<file path="config.mk">
export PLATFORM = sky130hd
export DESIGN_NAME = sbox_pipe
export DESIGN_NICKNAME = d
export VERILOG_FILES = /design/src/rtl/sbox_pipe.sv
export SDC_FILE = /design/constraint.sdc
export NUM_CORES = 1
export LEC_CHECK = 0
export ABC_CLOCK_PERIOD_IN_PS = 5900
export BUFFER_PORTS_ARGS = -buffer_cell sky130_fd_sc_hd__buf_4
export CAP_MARGIN = 0
export CORE_MARGIN = 4
export CORE_UTILIZATION = 25
export CTS_CLUSTER_DIAMETER = 60
export CTS_CLUSTER_SIZE = 40
export DETAILED_ROUTE_END_ITERATION = 7
export PLACE_DENSITY_LB_ADDON = 0.08
export RECOVER_POWER = 25
export SETUP_SLACK_MARGIN = 0.15
export SLEW_MARGIN = 30
export SYNTH_ARGS = -nofsm -noshare
export SYNTH_HDL_FRONTEND = slang
export SYNTH_SLANG_ARGS = --single-unit
export TNS_END_PERCENT = 1
</file>
<file path="constraint.sdc">
create_clock -name clk -period 5.9 [get_ports clk]
set_input_delay 0.885 -clock clk [delete_from_list [all_inputs] [get_ports clk]]
set_output_delay 0.885 -clock clk [all_outputs]
set_load 0.02 [all_outputs]
</file>
<file path="src/rtl/sbox_pipe.sv">
// Pipelined AES SubBytes engine: LANES independent byte S-box lookups per beat with valid/ready flow control.
// Define SBOX_INV_EN to add the per-beat inverse S-box selected by in_inv.
module sbox_pipe #(
  parameter int LANES  = 4,
  parameter int STAGES = 2,
  parameter int TAG_W  = 4
) (
  input  logic                 clk,
  input  logic                 rst_n,
  input  logic                 in_valid,
  output logic                 in_ready,
  input  logic [8*LANES-1:0]   in_data,
  input  logic [TAG_W-1:0]     in_tag,
  input  logic                 in_inv,
  output logic                 out_valid,
  input  logic                 out_ready,
  output logic [8*LANES-1:0]   out_data,
  output logic [TAG_W-1:0]     out_tag,
  output logic [2:0]           occupancy
);

  if (LANES < 1 || LANES > 16) begin : g_bad_lanes
    $error("sbox_pipe: LANES must be in 1..16");
  end
  if (STAGES < 1 || STAGES > 4) begin : g_bad_stages
    $error("sbox_pipe: STAGES must be in 1..4");
  end

  // Row 0 of each table sits in the most significant bits, so entry x starts at bit 2047-8x.
  localparam logic [2047:0] FWD_TABLE = {
    128'h637c777b_f26b6fc5_3001672b_fed7ab76,
    128'hca82c97d_fa5947f0_add4a2af_9ca472c0,
    128'hb7fd9326_363ff7cc_34a5e5f1_71d83115,
    128'h04c723c3_1896059a_071280e2_eb27b275,
    128'h09832c1a_1b6e5aa0_523bd6b3_29e32f84,
    128'h53d100ed_20fcb15b_6acbbe39_4a4c58cf,
    128'hd0efaafb_434d3385_45f9027f_503c9fa8,
    128'h51a3408f_929d38f5_bcb6da21_10fff3d2,
    128'hcd0c13ec_5f974417_c4a77e3d_645d1973,
    128'h60814fdc_222a9088_46eeb814_de5e0bdb,
    128'he0323a0a_4906245c_c2d3ac62_9195e479,
    128'he7c8376d_8dd54ea9_6c56f4ea_657aae08,
    128'hba78252e_1ca6b4c6_e8dd741f_4bbd8b8a,
    128'h703eb566_4803f60e_613557b9_86c11d9e,
    128'he1f89811_69d98e94_9b1e87e9_ce5528df,
    128'h8ca1890d_bfe64268_41992d0f_b054bb16
  };

  function automatic logic [7:0] fwd_sub(input logic [7:0] x);
    return FWD_TABLE[2047 - 8*int'(x) -: 8];
  endfunction

`ifdef SBOX_INV_EN
  localparam logic [2047:0] INV_TABLE = {
    128'h52096ad5_3036a538_bf40a39e_81f3d7fb,
    128'h7ce33982_9b2fff87_348e4344_c4dee9cb,
    128'h547b9432_a6c2233d_ee4c950b_42fac34e,
    128'h082ea166_28d924b2_765ba249_6d8bd125,
    128'h72f8f664_86689816_d4a45ccc_5d65b692,
    128'h6c704850_fdedb9da_5e154657_a78d9d84,
    128'h90d8ab00_8cbcd30a_f7e45805_b8b34506,
    128'hd02c1e8f_ca3f0f02_c1afbd03_01138a6b,
    128'h3a911141_4f67dcea_97f2cfce_f0b4e673,
    128'h96ac7422_e7ad3585_e2f937e8_1c75df6e,
    128'h47f11a71_1d29c589_6fb7620e_aa18be1b,
    128'hfc563e4b_c6d27920_9adbc0fe_78cd5af4,
    128'h1fdda833_8807c731_b1121059_2780ec5f,
    128'h60517fa9_19b54a0d_2de57a9f_93c99cef,
    128'ha0e03b4d_ae2af5b0_c8ebbb3c_83539961,
    128'h172b047e_ba77d626_e1691463_55210c7d
  };

  function automatic logic [7:0] inv_sub(input logic [7:0] x);
    return INV_TABLE[2047 - 8*int'(x) -: 8];
  endfunction
`else
  logic unused_inv;
  assign unused_inv = in_inv;
`endif

  logic [STAGES-1:0]  stage_valid;
  logic [8*LANES-1:0] stage_data [STAGES];
  logic [TAG_W-1:0]   stage_tag  [STAGES];
  logic [STAGES-1:0]  advance;
  logic [8*LANES-1:0] lut_data;

  always_comb begin
    lut_data = '0;
    for (int i = 0; i < LANES; i++) begin
`ifdef SBOX_INV_EN
      lut_data[8*i +: 8] = in_inv ? inv_sub(in_data[8*i +: 8]) : fwd_sub(in_data[8*i +: 8]);
`else
      lut_data[8*i +: 8] = fwd_sub(in_data[8*i +: 8]);
`endif
    end
  end

  // Stage k stalls only when it and every stage after it are full and the sink refuses.
  always_comb begin
    logic run_full;
    advance  = '0;
    run_full = 1'b1;
    for (int k = 0; k < STAGES; k++) begin
      run_full = 1'b1;
      for (int j = k; j < STAGES; j++) begin
        run_full = run_full & stage_valid[j];
      end
      advance[k] = out_ready || !run_full;
    end
  end

  always_ff @(posedge clk) begin
    if (!rst_n) begin
      stage_valid <= '0;
      for (int k = 0; k < STAGES; k++) begin
        stage_data[k] <= '0;
        stage_tag[k]  <= '0;
      end
    end else begin
      if (advance[0]) begin
        stage_valid[0] <= in_valid;
        if (in_valid) begin
          stage_data[0] <= lut_data;
          stage_tag[0]  <= in_tag;
        end
      end
      for (int k = 1; k < STAGES; k++) begin
        if (advance[k]) begin
          stage_valid[k] <= stage_valid[k-1];
          if (stage_valid[k-1]) begin
            stage_data[k] <= stage_data[k-1];
            stage_tag[k]  <= stage_tag[k-1];
          end
        end
      end
    end
  end

  always_comb begin
    occupancy = '0;
    for (int k = 0; k < STAGES; k++) begin
      occupancy = occupancy + {2'b00, stage_valid[k]};
    end
  end

  assign in_ready  = advance[0];
  assign out_valid = stage_valid[STAGES-1];
  assign out_data  = stage_data[STAGES-1];
  assign out_tag   = stage_tag[STAGES-1];

endmodule

</file>
==> metrics.cfg, run 1 <==
[status]
outcome = finished with violations
violations = max-capacitance violations, max-slew violations

[routing]
post-route-drc-count = 0
met1Wirelength_um = 35470
ant_nets = 0
first_drt_iteration_drcs = 2964
routedWlPerCell_um = 27.71
top_layer = met4
met2WireLength_um = 35890
avgViaCountPerCell = 6.435
num_vias = 19094
wl_um = 82220
met3RoutedLength_um = 7456
drt_pass1_iterations = 8

[finish]
nFillCells = 7156
insertedDiodeCount = 0
nNetsFinal = 2218
area.growth.synth_to_final_pct = 3.744
layout.cells.most_common = sky130_fd_sc_hd__a21oi_1
final_core_util_pct = 26.34
layout-drive-gt1-share_pct = 8.157
layout.cells.most_common_list = sky130_fd_sc_hd__a21oi_1 (215), sky130_fd_sc_hd__o21ai_0 (195), sky130_fd_sc_hd__nand2_1 (182)
stdcell_area_um2 = 16670

[placement]
dpl_worst_slack_ns = 1.417
postPlaceCellArea_um2 = 16500
portBuffers = 79
globalplace.congestion = 0.9803
estimated_wirelength_of_the_detail_placed_design_um = 55740

[worst_setup_path]
critPathBufInv = 2
worstPathMaxFanout = 29
worstPathCellList = buf_4 > inv_1 > ha_1 > nand2b_1 > nand2_1 > mux4_2 > o22ai_1 > a2111oi_0 > a211o_1
crit_arrival_ns = 4.21
cpMaxStageDelayCell = sky130_fd_sc_hd__ha_1
crit_family = adder cells
worst_path_largest_cell_delay_ns = 0.89
critical_path_cell_count = 9
critPathLaunchType = input port
criticalPathCategory = in2reg
worst_setup_path_end_kind = register
cp.required_ns = 6.02
r2r.worst_path.cells = 5

[clocking]
cts.reportedPaths.clkPinSlew_ns = 0.08
cts_max_path_buffers = 2
postCtsHoldBufs = 0
h-tree-depth = 3
tritoncts.num_buffers = 9
cts_repair_resize_count = 0
clock-sinks = 74
cts_tree = yes
ctsRootBufferMaster = sky130_fd_sc_hd__clkbuf_16
post_cts.repair.setup_buffers = 0
clock_latency_ns = 0.36

[pwr]
internal-power_mw = 1.393
p_seq_share_pct = 24.9
power_leakage_nw = 5.739
design_power_total_mw = 2.611
power-per-cell-area_nw_per_um2 = 156.6
vdd_drop_max_mv = 0.09614
combinationalPowerShare_pct = 51.9
total_switching_power_mw = 1.218
switching_share_pct = 46.64
power_frac_clock_pct = 23.3

[yosys]
synth_async_sr_flop_share_pct = 0
synth_top_cells_by_area = sky130_fd_sc_hd__edfxtp_1 (13%), sky130_fd_sc_hd__a21oi_1 (6.7%), sky130_fd_sc_hd__o21ai_0 (6.1%)
synthesis.instances = 2306
ys.warnings.count = 0
edff_count_synth = 72
synthesis.area_um2 = 16070
ys_types = 80
postSynth.topFlopCell = sky130_fd_sc_hd__edfxtp_1
avgSynthCellArea_um2 = 6.970
synth_fp_nets = 2408
synth_top_area_share_pct = 13.45
synth-seq-cells = 74
synth_seq_area_share_pct = 13.70
synth_top_cell_by_area = sky130_fd_sc_hd__edfxtp_1

[die]
die-area_um2 = 68410
placeableCoreArea_um2 = 63310
die_height_um = 261.6
die_width_um = 261.6
std_cell_rows = 92
start_util_pct = 25.39
io_pins = 82

[grt]
antenna_violations_before_repair = 2
grt_util_overall_pct = 23.01
grt_first_pass_wirelength_um = 121700
pin_count_of_the_biggest_net_entering_global_routing = 94
gr-total-overflow = 0
number_of_global_route_vias_before_repair = 17811

[sta]
finalWorstSetupSlack_ns = 1.806
tightest_slew_ns = 2.499
final.setup_skew_ns = 0.01792
final-hold-violation-count = 0
min_period_over_period_pct = 69.38
fmaxAchievable_ghz = 0.2443
unrepaired_setup_endpoints_after_global_routing = no
setup_viol_count_final = 0
finalMaxSlewViolations = 37
fin_setup_tns_ns = 0
final.min_clock_period_ns = 4.094
worst_slew_margin_rel_pct = -66.58

[flow_run]
max_cap_violations = 1

[min_path]
hold_path.class = reg2reg
min_delay_path_depth = 1

-- metal layers --
| metal | vias to the layer above | track usage, % |
|---|---|---|
| met4 | 0 | 8.602 |
| met1 | 9253 | 32.64 |
| met2 | 1240 | 34.89 |
| li1 | 8400 | - |
| met3 | 201 | 3.926 |
| met5 | - | 0 |
-- worst reg2reg max path, stage by stage (launching register included) --
cell and delay (ns):
sky130_fd_sc_hd__dfxtp_1 0.36, sky130_fd_sc_hd__ha_1 0.21, sky130_fd_sc_hd__nand2b_1 0.17, sky130_fd_sc_hd__nand2_1 0.12, sky130_fd_sc_hd__nand2_2 0.08, sky130_fd_sc_hd__clkbuf_1 1.77
-- cell usage after synthesis (49+ instances only) --
master and number:
sky130_fd_sc_hd__o21ai_0 195, sky130_fd_sc_hd__nand2b_1 76, sky130_fd_sc_hd__ha_1 61, sky130_fd_sc_hd__and3_1 56
sky130_fd_sc_hd__nand2_1 184, sky130_fd_sc_hd__nand3_1 72, sky130_fd_sc_hd__a31oi_1 60, sky130_fd_sc_hd__clkbuf_1 148
sky130_fd_sc_hd__a21oi_1 215, sky130_fd_sc_hd__nor2b_1 71, sky130_fd_sc_hd__a211oi_1 54, sky130_fd_sc_hd__edfxtp_1 72
sky130_fd_sc_hd__buf_2 88, sky130_fd_sc_hd__nor3_1 79, sky130_fd_sc_hd__nor2_1 175, sky130_fd_sc_hd__o211ai_1 49
-- path summary, 6_finish.rpt --
check	from	to	slack (ns)
worst max-delay path	in_data[9]	stage_data[0][13]	1.81
worst min-delay path	stage_data[0][27]	stage_data[0][59]	0.54
worst max register to register	stage_valid[0]	stage_data[0][5]	2.73
worst min register to register	stage_data[0][27]	stage_data[0][59]	0.54
-- sequential cells by signal, summed over array words and instances (netlist names) --
register / flops
stage_data: 64
stage_valid: 2
stage_tag: 8
-- kinds of logic (layout without fill, tap and decap cells) --
family / after synthesis / count (layout) / share of synthesized area, %
simple gates: 827 / 827 / 25.72
compound gates: 905 / 905 / 37.47
fa+ha+maj: 61 / 61 / 4.749
other cells: 1 / 1 / 0.02333
flops: 74 / 74 / 13.70
xor+xnor: 8 / 8 / 0.4360
buf+inv: 359 / 174 / 10.28
mux: 71 / 71 / 7.621
-- area by class of cell --
class                           count  area [µm²]  share of cell area (%)
Multi-Input combinational cell   1873       12230                   73.36
Sequential cell                    74        2202                   13.21
Timing Repair Buffer              112       698.2                   4.187
Inverter                           46       172.7                   1.035
Clock inverter                      7       85.08                  0.5102
Tap cell                          846        1059                   6.348
Clock buffer                        9       225.2                   1.351
-- per-stage QoR --
stage / std cells / hold slack (ns)
floorplan: 2306 / 0.4875
global placement: 2951 / 0.5165
detailed placement: 2951 / 0.5305
CTS: 2967 / 0.5458
global route: 2967 / 0.5700
finish: 2967 / 0.5376
-- power groups by stage --
| stage | Sequential (mW) | Combinational [mW] | Clock (mW) |
|---|---|---|---|
| floorplan | 0.653 | 0.925 | 0 |
| global placement | 0.660 | 1.35 | 0 |
| detailed placement | 0.661 | 1.33 | 0 |
| CTS | 0.649 | 1.33 | 0.636 |
| global route | 0.654 | 1.44 | 0.656 |
| finish | 0.649 | 1.35 | 0.607 |
(Power assumes the default switching activity.)
==> run 2: changes to the inputs <==
ABC_AREA = 1   (was default)
ABC_CLOCK_PERIOD_IN_PS = 3700   (was 5900)
clock period = 3.7 ns   (was 5.9 ns; I/O delays follow)
==> run 2 against run 1 <==
  * The run still ends with max-capacitance violations, max-slew violations left
  * Die area is 9.5% lower
  * Critical path depth grew 4
  * Sequential share of layout area rose by 0.80 points
  * Hold slack lost 0.041 ns
  * Setup slack got worse by 0.84 ns
  * Area after synthesis decreased by 9.8%
  * Clock power grew 60%
  * Design area is 5.7% lower
  * Routed wire length decreased by 5.2%
  * Clock-buffer cell count increased by 1
  * Flip-flop and latch count unchanged
  * Core utilization rose by 0.96 points
  * Critical path type unchanged
  * Largest power group unchanged
==> metrics.cfg, run 2 <==
[grt]
grt_use_met1_pct = 33.56  ; was 32.64%
grt_first_pass_wirelength_um = 116600  ; was 121700 µm
globalRouteMet3Util_pct = 4.385  ; was 3.926%
number_of_global_route_vias_before_repair = 18034  ; was 17811
busiest_layer = met2  ; unchanged
gr-usage-met2_pct = 36.21  ; was 34.89%
antenna_violations_before_repair = 0  ; was 2
pin_count_of_the_biggest_net_entering_global_routing = 61  ; was 94
grt_util_overall_pct = 23.73  ; was 23.01%
gr-total-overflow = 0  ; unchanged

[pwr]
vdd_drop_max_mv = 0.2046  ; was 0.09614 mV
power-per-cell-area_nw_per_um2 = 261.1  ; was 156.6 nW/µm²
combinationalPowerShare_pct = 51.2  ; was 51.9%
power_leakage_nw = 7.665  ; was 5.739 nW
total_switching_power_mw = 1.968  ; was 1.218 mW
power_frac_clock_pct = 23.7  ; was 23.3%
p_seq_share_pct = 25.1  ; was 24.9%
switching_share_pct = 47.95  ; was 46.64%
internal-power_mw = 2.136  ; was 1.393 mW

[sta]
worst_slew_margin_rel_pct = -16.19  ; was -66.58%
finalMaxSlewViolations = 37  ; unchanged
fmaxAchievable_ghz = 0.3662
fin_setup_tns_ns = 0  ; unchanged
final.setup_skew_ns = 0.01567  ; was 0.01792 ns
final.min_clock_period_ns = 2.731
setup_viol_count_final = 0  ; unchanged
min_period_over_period_pct = 73.81
tightest_slew_ns = 1.739  ; was 2.499 ns
unrepaired_setup_endpoints_after_global_routing = no  ; unchanged
final-hold-violation-count = 0  ; unchanged

[clocking]
clock-sinks = 74  ; unchanged
post_cts.repair.setup_buffers = 0  ; unchanged
cts.reportedPaths.clkPinSlew_ns = 0.07  ; was 0.08 ns
postCtsHoldBufs = 0  ; unchanged
h-tree-depth = 3  ; unchanged
cts_tree = yes  ; unchanged
clock_latency_ns = 0.36  ; about the same
tritoncts.num_buffers = 9  ; unchanged
ctsRootBufferMaster = sky130_fd_sc_hd__clkbuf_16  ; unchanged
cts_repair_resize_count = 0  ; unchanged
cts_max_path_buffers = 2  ; unchanged

[finish]
stdcell_area_um2 = 15720  ; was 16670 µm²
area.growth.synth_to_final_pct = 8.404  ; was 3.744%
layout.cells.most_common_list = sky130_fd_sc_hd__nand2_1 (864), sky130_fd_sc_hd__nand3_1 (764), sky130_fd_sc_hd__nor2_1 (233)  ; was sky130_fd_sc_hd__a21oi_1 (215), sky130_fd_sc_hd__o21ai_0 (195), sky130_fd_sc_hd__nand2_1 (182)
largest_reg_flops = 64  ; unchanged
layout-drive-gt1-share_pct = 6.899  ; was 8.157%
largest_registers = stage_data (64), stage_tag (8), stage_valid (2)  ; unchanged
layout.cells.most_common = sky130_fd_sc_hd__nand2_1  ; was sky130_fd_sc_hd__a21oi_1
nFillCells = 6723  ; was 7156
final_core_util_pct = 27.30  ; was 26.34%
max_flop_register = stage_data  ; unchanged
nNetsFinal = 2764  ; was 2218

[die]
start_util_pct = 25.18  ; was 25.39%
io_pins = 82  ; unchanged
die_height_um = 248.8  ; was 261.6 µm
die_width_um = 248.8  ; was 261.6 µm
std_cell_rows = 88  ; was 92
placeableCoreArea_um2 = 57590  ; was 63310 µm²
die-area_um2 = 61920  ; was 68410 µm²

[status]
outcome = finished with violations  ; unchanged
violations = max-capacitance violations, max-slew violations  ; unchanged

[routing]
num_vias = 19619  ; was 19094
avgViaCountPerCell = 5.715  ; was 6.435
post-route-drc-count = 0  ; unchanged
drt_pass1_iterations = 6  ; was 8
first_drt_iteration_drcs = 3242  ; was 2964
wl_um = 77920  ; was 82220 µm
ant_nets = 0  ; unchanged
routedWlPerCell_um = 22.70  ; was 27.71 µm

[worst_setup_path]
crit_arrival_ns = 2.89  ; was 4.21 ns
crit_end = stage_data[0][9]  ; was stage_data[0][13]
worst_flop_to_flop_path_startpoint = stage_valid[1]  ; was stage_valid[0]
worstPathMaxFanout = 15  ; was 29
r2r.worst_path.cells = 3  ; was 5
crit_path_start = in_data[9]  ; unchanged
r2r_slack_ns = 1.49  ; was 2.73 ns
worst_setup_path_end_kind = register  ; unchanged
critPathLaunchType = input port  ; unchanged
criticalPathCategory = in2reg  ; unchanged
cp.required_ns = 3.86  ; was 6.02 ns
r2r_end = stage_tag[0][4]  ; was stage_data[0][5]

[yosys]
synth_seq_area_share_pct = 15.19  ; was 13.70%
most_repeated_cell_in_the_gate_level_netlist_after_synthesis = sky130_fd_sc_hd__nand2_1  ; was sky130_fd_sc_hd__a21oi_1
edff_count_synth = 72  ; unchanged
synth-seq-cells = 74  ; unchanged
avgSynthCellArea_um2 = 5.329  ; was 6.970 µm²
ys_types = 32  ; was 80
postSynth.topFlopCell = sky130_fd_sc_hd__edfxtp_1  ; unchanged
ys.warnings.count = 0  ; unchanged
netlist_top_cells_count = sky130_fd_sc_hd__nand2_1 (865), sky130_fd_sc_hd__nand3_1 (764), sky130_fd_sc_hd__nor2_1 (233), sky130_fd_sc_hd__inv_1 (160), sky130_fd_sc_hd__a21oi_1 (139)  ; was sky130_fd_sc_hd__a21oi_1 (215), sky130_fd_sc_hd__o21ai_0 (195), sky130_fd_sc_hd__nand2_1 (184), sky130_fd_sc_hd__nor2_1 (175), sky130_fd_sc_hd__clkbuf_1 (148)
synth_async_sr_flop_share_pct = 0  ; unchanged
synth_top_area_share_pct = 26.37  ; was 13.45%
synthesis.area_um2 = 14500  ; was 16070 µm²
synth_top_cell_by_area = sky130_fd_sc_hd__nand3_1  ; was sky130_fd_sc_hd__edfxtp_1
synthesis.instances = 2721  ; was 2306
synth_top_cells_by_area = sky130_fd_sc_hd__nand3_1 (26%), sky130_fd_sc_hd__nand2_1 (22%), sky130_fd_sc_hd__edfxtp_1 (15%)  ; was sky130_fd_sc_hd__edfxtp_1 (13%), sky130_fd_sc_hd__a21oi_1 (6.7%), sky130_fd_sc_hd__o21ai_0 (6.1%)
synth_fp_nets = 2823  ; was 2408

[min_path]
min_delay_path_depth = 2  ; was 1
hold_path.class = reg2reg  ; unchanged

[placement]
globalplace.congestion = 0.9986  ; was 0.9803
postPlaceCellArea_um2 = 15520  ; was 16500 µm²
portBuffers = 79  ; unchanged
estimated_wirelength_of_the_detail_placed_design_um = 55890  ; was 55740 µm

[flow_run]
max_cap_violations = 1  ; unchanged

[run 2: power groups by stage]
stage | Clock (mW) | Sequential, mW | Combinational [mW]
floorplan | 0 | 1.04 | 1.37
global placement | 0 | 1.05 | 2.10
detailed placement | 0 | 1.05 | 2.05
CTS | 0.993 | 1.03 | 2.06
global route | 1.04 | 1.04 | 2.27
finish | 0.972 | 1.03 | 2.10
[run 2: logic make-up (layout without fill, tap and decap cells)]
kind of cell,after synthesis,after routing,synth area share [%]
AOI/OAI and AO/OA,260,260,9.518
adders and majority gates,61,61,5.264
buffers and inverters,405,351,12.74
and+or+nand+nor,1920,1920,57.26
DFF,74,74,15.19
other,1,2,0.02586
[run 2: worst max-delay path, cell delays in order]
cell	delay, ns
sky130_fd_sc_hd__buf_4	0.24
sky130_fd_sc_hd__inv_2	0.06
sky130_fd_sc_hd__ha_1	0.50
sky130_fd_sc_hd__inv_2	0.04
sky130_fd_sc_hd__nand2_1	0.33
sky130_fd_sc_hd__nand2_1	0.21
sky130_fd_sc_hd__clkinv_1	0.16
sky130_fd_sc_hd__nand2_1	0.08
sky130_fd_sc_hd__nand3_1	0.08
sky130_fd_sc_hd__nand3_1	0.09
sky130_fd_sc_hd__nand3_1	0.10
sky130_fd_sc_hd__nand3_1	0.17
sky130_fd_sc_hd__a21oi_1	0.27
[run 2: layout make-up]
type                            count  area (µm²)  area share (%)
Timing Repair Buffer              150        1096           6.973
Multi-Input combinational cell   2242       10460           66.53
Clock buffer                       10       239.0           1.520
Antenna cell                        1       2.502         0.01592
Sequential cell                    74        2202           14.01
Clock inverter                      6       70.07          0.4458
Inverter                          185       694.4           4.418
Tap cell                          765       957.2           6.089
[run 2: worst min path at each step]
| stage | startpoint | endpoint |
|---|---|---|
| finish | stage_valid[0] | stage_valid[1] |
| detailed placement | stage_valid[0] | stage_valid[1] |
| CTS | out_ready | stage_valid[1] |
| global route | out_ready | stage_valid[1] |
| global placement | stage_valid[0] | stage_valid[1] |
| floorplan | stage_valid[0] | stage_valid[1] |
[run 2: layer usage]
layer | vias to the layer above | part of all wire, % | routed length [µm]
li1 | 8927 | - | -
met1 | 9096 | 43 | 33240
met2 | 1391 | 43 | 33610
met3 | 205 | 10 | 8058
met4 | 0 | 3.9 | 3017
met5 | - | 0 | 0
[run 2: through the flow]
| step | instances | power (mW) | setup slack, ns | hold WS [ns] |
|---|---|---|---|---|
| after global routing | 3432 | 4.343 | 0.8115 | 0.5062 |
| after floorplan | 2721 | 2.411 | 1.356 | 0.4590 |
| after global placement | 3416 | 3.153 | 0.6645 | 0.4738 |
| final | 3433 | 4.104 | 0.9691 | 0.4967 |
| after CTS | 3432 | 4.082 | 1.070 | 0.4953 |
| after detailed placement | 3416 | 3.099 | 0.7022 | 0.4895 |
